--- src/rtl/hazard_ctrl.sv ---
// Pipeline hazard controller: freezes the whole pipe on cache misses, inserts
// load-use bubbles, flushes IF/ID on taken branches, and keeps saturating event counters.
module hazard_ctrl (
  input  logic        clk,
  input  logic        rst_n,
  input  logic [4:0]  IFID_RegRs,
  input  logic [4:0]  IFID_RegRt,
  input  logic        IFID_UseRt,
  input  logic [4:0]  IDEX_RegRt,
  input  logic        IDEX_MemRead,
  input  logic        branch_taken,
  input  logic        ICache_stall,
  input  logic        DCache_stall,
  input  logic        cnt_clr,
  output logic        PC_Write,
  output logic        IFID_Write,
  output logic        IDEX_Write,
  output logic        EXMEM_Write,
  output logic        MEMWB_Write,
  output logic        IFID_Flush,
  output logic        IDEX_Bubble,
  output logic [15:0] freeze_cnt,
  output logic [15:0] bubble_cnt,
  output logic [15:0] flush_cnt
);

  typedef enum logic {RUN, FREEZE} state_t;

  state_t state, nextState;
  logic   memStall, loadUse;
  logic   flushPending, flushPendingNext;

  assign memStall = ICache_stall | DCache_stall;
  assign loadUse  = IDEX_MemRead && (IDEX_RegRt != 5'd0) &&
                    ((IDEX_RegRt == IFID_RegRs) ||
                     (IFID_UseRt && (IDEX_RegRt == IFID_RegRt)));

  always_ff @(posedge clk or negedge rst_n) begin
    if (!rst_n) begin
      state        <= RUN;
      flushPending <= 1'b0;
    end else begin
      state        <= nextState;
      flushPending <= flushPendingNext;
    end
  end

  // A branch seen during a freeze is remembered and replayed on the release cycle.
  always_comb begin
    PC_Write         = 1'b1;
    IFID_Write       = 1'b1;
    IDEX_Write       = 1'b1;
    EXMEM_Write      = 1'b1;
    MEMWB_Write      = 1'b1;
    IFID_Flush       = 1'b0;
    IDEX_Bubble      = 1'b0;
    flushPendingNext = flushPending;

    case (state)
      RUN:     nextState = memStall ? FREEZE : RUN;
      FREEZE:  nextState = memStall ? FREEZE : RUN;
      default: nextState = RUN;
    endcase

    if (!rst_n) begin
      PC_Write         = 1'b0;
      IFID_Write       = 1'b0;
      IDEX_Write       = 1'b0;
      EXMEM_Write      = 1'b0;
      MEMWB_Write      = 1'b0;
      flushPendingNext = 1'b0;
      nextState        = RUN;
    end else if (memStall) begin
      PC_Write    = 1'b0;
      IFID_Write  = 1'b0;
      IDEX_Write  = 1'b0;
      EXMEM_Write = 1'b0;
      MEMWB_Write = 1'b0;
      if (branch_taken) flushPendingNext = 1'b1;
    end else if (loadUse) begin
      PC_Write    = 1'b0;
      IFID_Write  = 1'b0;
      IDEX_Bubble = 1'b1;
    end else if (branch_taken || flushPending) begin
      IFID_Flush       = 1'b1;
      flushPendingNext = 1'b0;
    end
  end

  // Clear wins over any increment in the same cycle; counters stick at all-ones.
  always_ff @(posedge clk or negedge rst_n) begin
    if (!rst_n) begin
      freeze_cnt <= 16'd0;
      bubble_cnt <= 16'd0;
      flush_cnt  <= 16'd0;
    end else if (cnt_clr) begin
      freeze_cnt <= 16'd0;
      bubble_cnt <= 16'd0;
      flush_cnt  <= 16'd0;
    end else begin
      if (memStall && (freeze_cnt != 16'hFFFF))   freeze_cnt <= freeze_cnt + 16'd1;
      if (IDEX_Bubble && (bubble_cnt != 16'hFFFF)) bubble_cnt <= bubble_cnt + 16'd1;
      if (IFID_Flush && (flush_cnt != 16'hFFFF))   flush_cnt  <= flush_cnt + 16'd1;
    end
  end

endmodule
--- config.mk ---
export PLATFORM = sky130hd
export DESIGN_NAME = hazard_ctrl
export DESIGN_NICKNAME = d
export VERILOG_FILES = /design/src/rtl/hazard_ctrl.sv
export SDC_FILE = /design/constraint.sdc
export NUM_CORES = 1
export LEC_CHECK = 0
export ABC_CLOCK_PERIOD_IN_PS = 3250
export CORE_MARGIN = 2
export CORE_UTILIZATION = 49
export CTS_CLUSTER_DIAMETER = 200
export DETAILED_ROUTE_END_ITERATION = 8
export PLACE_DENSITY = 0.77
export SYNTH_ARGS = -nofsm -noshare
export SYNTH_HDL_FRONTEND = slang
export SYNTH_SLANG_ARGS = --single-unit
--- constraint.sdc ---
create_clock -name clk -period 3.25 [get_ports clk]
set_clock_uncertainty 0.2 [all_clocks]
set_input_delay 0.4875 -clock clk [delete_from_list [all_inputs] [get_ports clk]]
set_output_delay 0.4875 -clock clk [all_outputs]
set_load 0.01 [all_outputs]
==> impl_results.md <==
* Synth Cell Area at around 3000 um2
* Yosys cell types at 45
* Slew headroom at approximately 54%
* Commonest non-fill, non-tap cell in the layout: clkdlybuf4s50_1
* RD Place Congestion at roughly 0.8
* Drt drc at 0
* Pleak at 1.51 nW
* # nets final at around 440
* Max IR drop VDD at about 0.18 mV
* DP Wirelength at ~5200 um
* Synth area leader: dfrtp_1
* Number of global-route vias before repair at around 2500
* Post-Place Setup Slack at -0.0926 ns
* Pwr dens at 284 nW/um2
* Combinational power share at between 10% and 20%
* Initial drt markers at about 140
* Largest net degree at the start of global routing at 51
* Post-route setup TNS at 0 ns
* Setup WS post-layout at around 0.24 ns
* Placed Area at around 3900 um2
* Most frequent cells in the layout: clkdlybuf4s50_1 (72), dfrtp_1 (49), nor2_1 (41)
* Worst-path clk slew at approximately 0.10 ns
* Worst hold path type: in -> async
* Avg Inst Size Synth at between 8 and 9 um2
* Endpoint type of the worst setup path: output port
* Arrival @ worst endpoint at approximately 2.3 ns
* Worst-skew pair later-pin latency at 0.31 ns
* Setup Viol. Count Final at 0
* Initial antenna violation count at 0
* Crit Path Max Fanout at 4
* Antenna-violating nets left at 0
* CORE AREA at 5920 um2
* Port Buf Inserts at slightly below 80
* CTS H-tree lvls at 2
* Mean routed wirelength per cell at 14.6 um
* Async SR Flop Fraction at 100%
* Kind of critical path: in -> out
* CTS tree: yes
* Syn Inst Count at 334
* Final antenna diode count at 0
* First-pass GRT wire length at approximately 12000 um
* Sw Share at between 20% and 30%
* Initial Util at between 50% and 60%
* Clock tree buffer depth at 2
* Hold WS at around 0.13 ns
* Final Slew Violations at 0
* Worst EP required at approximately 2.6 ns
* Sw power at ~290 uW
* Clk sinks at 49
* Final period util at between 90% and 100%
* Vias at between 2000 and 3000
* Max frequency at 333 MHz
* Initial DRT Pass Iterations at 4
* Number of synthesized flops with an enable pin at 0
* Clock power frac at between 30% and 40%
* Internal power at 828 uW
* Layout cell share with drive strength beyond 1 at approximately 11%
* Max cap viols at 0
* Overall Global Routing Usage at about 23%
* Yosys top cell area share at about two fifths
* Root Driver: clkbuf_8
* Seq/Total Area, Yosys at between 40% and 50%
* Synth Warn # at 0
* Crit path launch type: input pin
* Ys flop type: dfrtp_1
* Die area at approximately 6700 um2
* Reg2reg path depth at 7
* Die width at 82.1 um
* Final wirelength at a little over 7000 um
* Drt via density at between 5 and 6
* Total congestion overflow at 0
* RSZ-0062 raised after global routing: false
* Sequential share of power at a little under three fifths
* Layout fillers at between 500 and 600
* Synth top area cells: dfrtp_1 (41%), nor2_1 (5.3%), xnor2_1 (4.4%)
* Area grow syn2layout at 31.9%
* Worst-margin pin slew at 0.680 ns
* Outcome: finished, final reports clean
* Row Count at 28
* IO Pins at between 70 and 80
* Syn nets at 360
* Hold Violations, Final at 0
* Die H at slightly above 80 um
* #FFs+latches synth at between 40 and 50
* Final Instance Area at 3940 um2
* Period minus WS final at approximately 3 ns
* Clock buffer count from CTS at 5
==> power groups by stage <==
| stage | Combinational [mW] | Clock [mW] | Sequential (mW) |
|---|---|---|---|
| floorplan | 0.0591 | 0 | 0.635 |
| global placement | 0.131 | 0 | 0.635 |
| detailed placement | 0.134 | 0 | 0.635 |
| CTS | 0.133 | 0.375 | 0.623 |
| global route | 0.145 | 0.403 | 0.624 |
| finish | 0.132 | 0.364 | 0.623 |
==> stage by stage <==
step,util (%),power (mW),instances
2_1_floorplan,-,0.694,334
3_3_place_gp,65.1,0.766,483
3_5_place_dp,65.1,0.769,483
4_1_cts,66.6,1.13,491
5_1_grt,66.6,1.17,491
6_report,66.6,1.12,491
==> Yosys cell counts, types with 2 or more instances <==
cell type / n
and4_1: 5
o311ai_0: 6
buf_4: 3
nor3_1: 7
o31ai_1: 3
dfrtp_1: 49
ha_1: 3
o21a_1: 3
or4_1: 6
a31o_2: 2
mux2i_1: 2
nand3_1: 19
or2_2: 4
o21ai_0: 13
o31a_1: 2
nor2_1: 42
xnor2_1: 15
inv_1: 8
clkbuf_1: 11
o22ai_1: 2
nand2_1: 27
a21oi_1: 13
xor2_1: 8
nand4_1: 17
nor4b_1: 2
nor4_1: 10
nor2b_1: 11
or3_1: 9
o41ai_1: 5
mux2_2: 11
buf_6: 2
==> registers in the layout, indices dropped and copies added (netlist names) <==
register / flops
freeze_cnt: 16
bubble_cnt: 16
flushPending: 1
flush_cnt: 16
==> final timing paths <==
check | startpoint | endpoint | slack (ns)
hold / removal | rst_n | flush_cnt[3] | 0.13
max in group asynchronous | rst_n | freeze_cnt[10] | 2.28
setup / recovery | IDEX_RegRt[1] | IFID_Write | 0.24
setup reg to reg | flush_cnt[3] | flush_cnt[15] | 0.94
hold reg to reg | flush_cnt[6] | flush_cnt[6] | 0.37
min in group clk | flush_cnt[6] | flush_cnt[6] | 0.37
==> cells by family (layout without fill, tap and decap cells) <==
kind of cell               Yosys count  after routing  share of synthesized area, %
adders and majority gates            3              3                          1.26
and+or+nand+nor                    167            167                          30.1
DFF                                 49             49                          41.0
buffers and inverters               25            107                          4.06
muxes                               13             13                          4.82
xor gates and xnor gates            23             23                          6.74
AOI/OAI and AO/OA                   54             54                          12.0
==> routing by layer <==
| layer | track usage [%] | share of wire [%] |
|---|---|---|
| met1 | 31.6 | 47 |
| met2 | 35.9 | 48 |
| met3 | 3.85 | 3.6 |
| met4 | 6.17 | 1.5 |
| met5 | 0 | 0 |
==> what timing repair did <==
action | in CTS | in global routing
hold buffers | 0 | 0
setup endpoints to repair | 2 | 0
gates resized for setup | 4 | 0
buffers inserted | 0 | 0
==> critical path: stages <==
cell and delay, ns:
clkdlybuf4s50_1 0.41, or4_1 0.54, o21a_1 0.21, and2_1 0.19, nor2_2 0.16, dlygate4sd2_1 0.31
==> cell type report <==
type                            instances  area [um2]  area share [%]
Clock buffer                            5        68.8            1.75
Clock inverter                          3        17.5           0.444
Inverter                                8        30.0           0.762
Multi-Input combinational cell        260        1640            41.7
Sequential cell                        49        1230            31.1
Tap cell                               75        93.8            2.38
Timing Repair Buffer                   91         862            21.9
(Power assumes the default switching activity.)
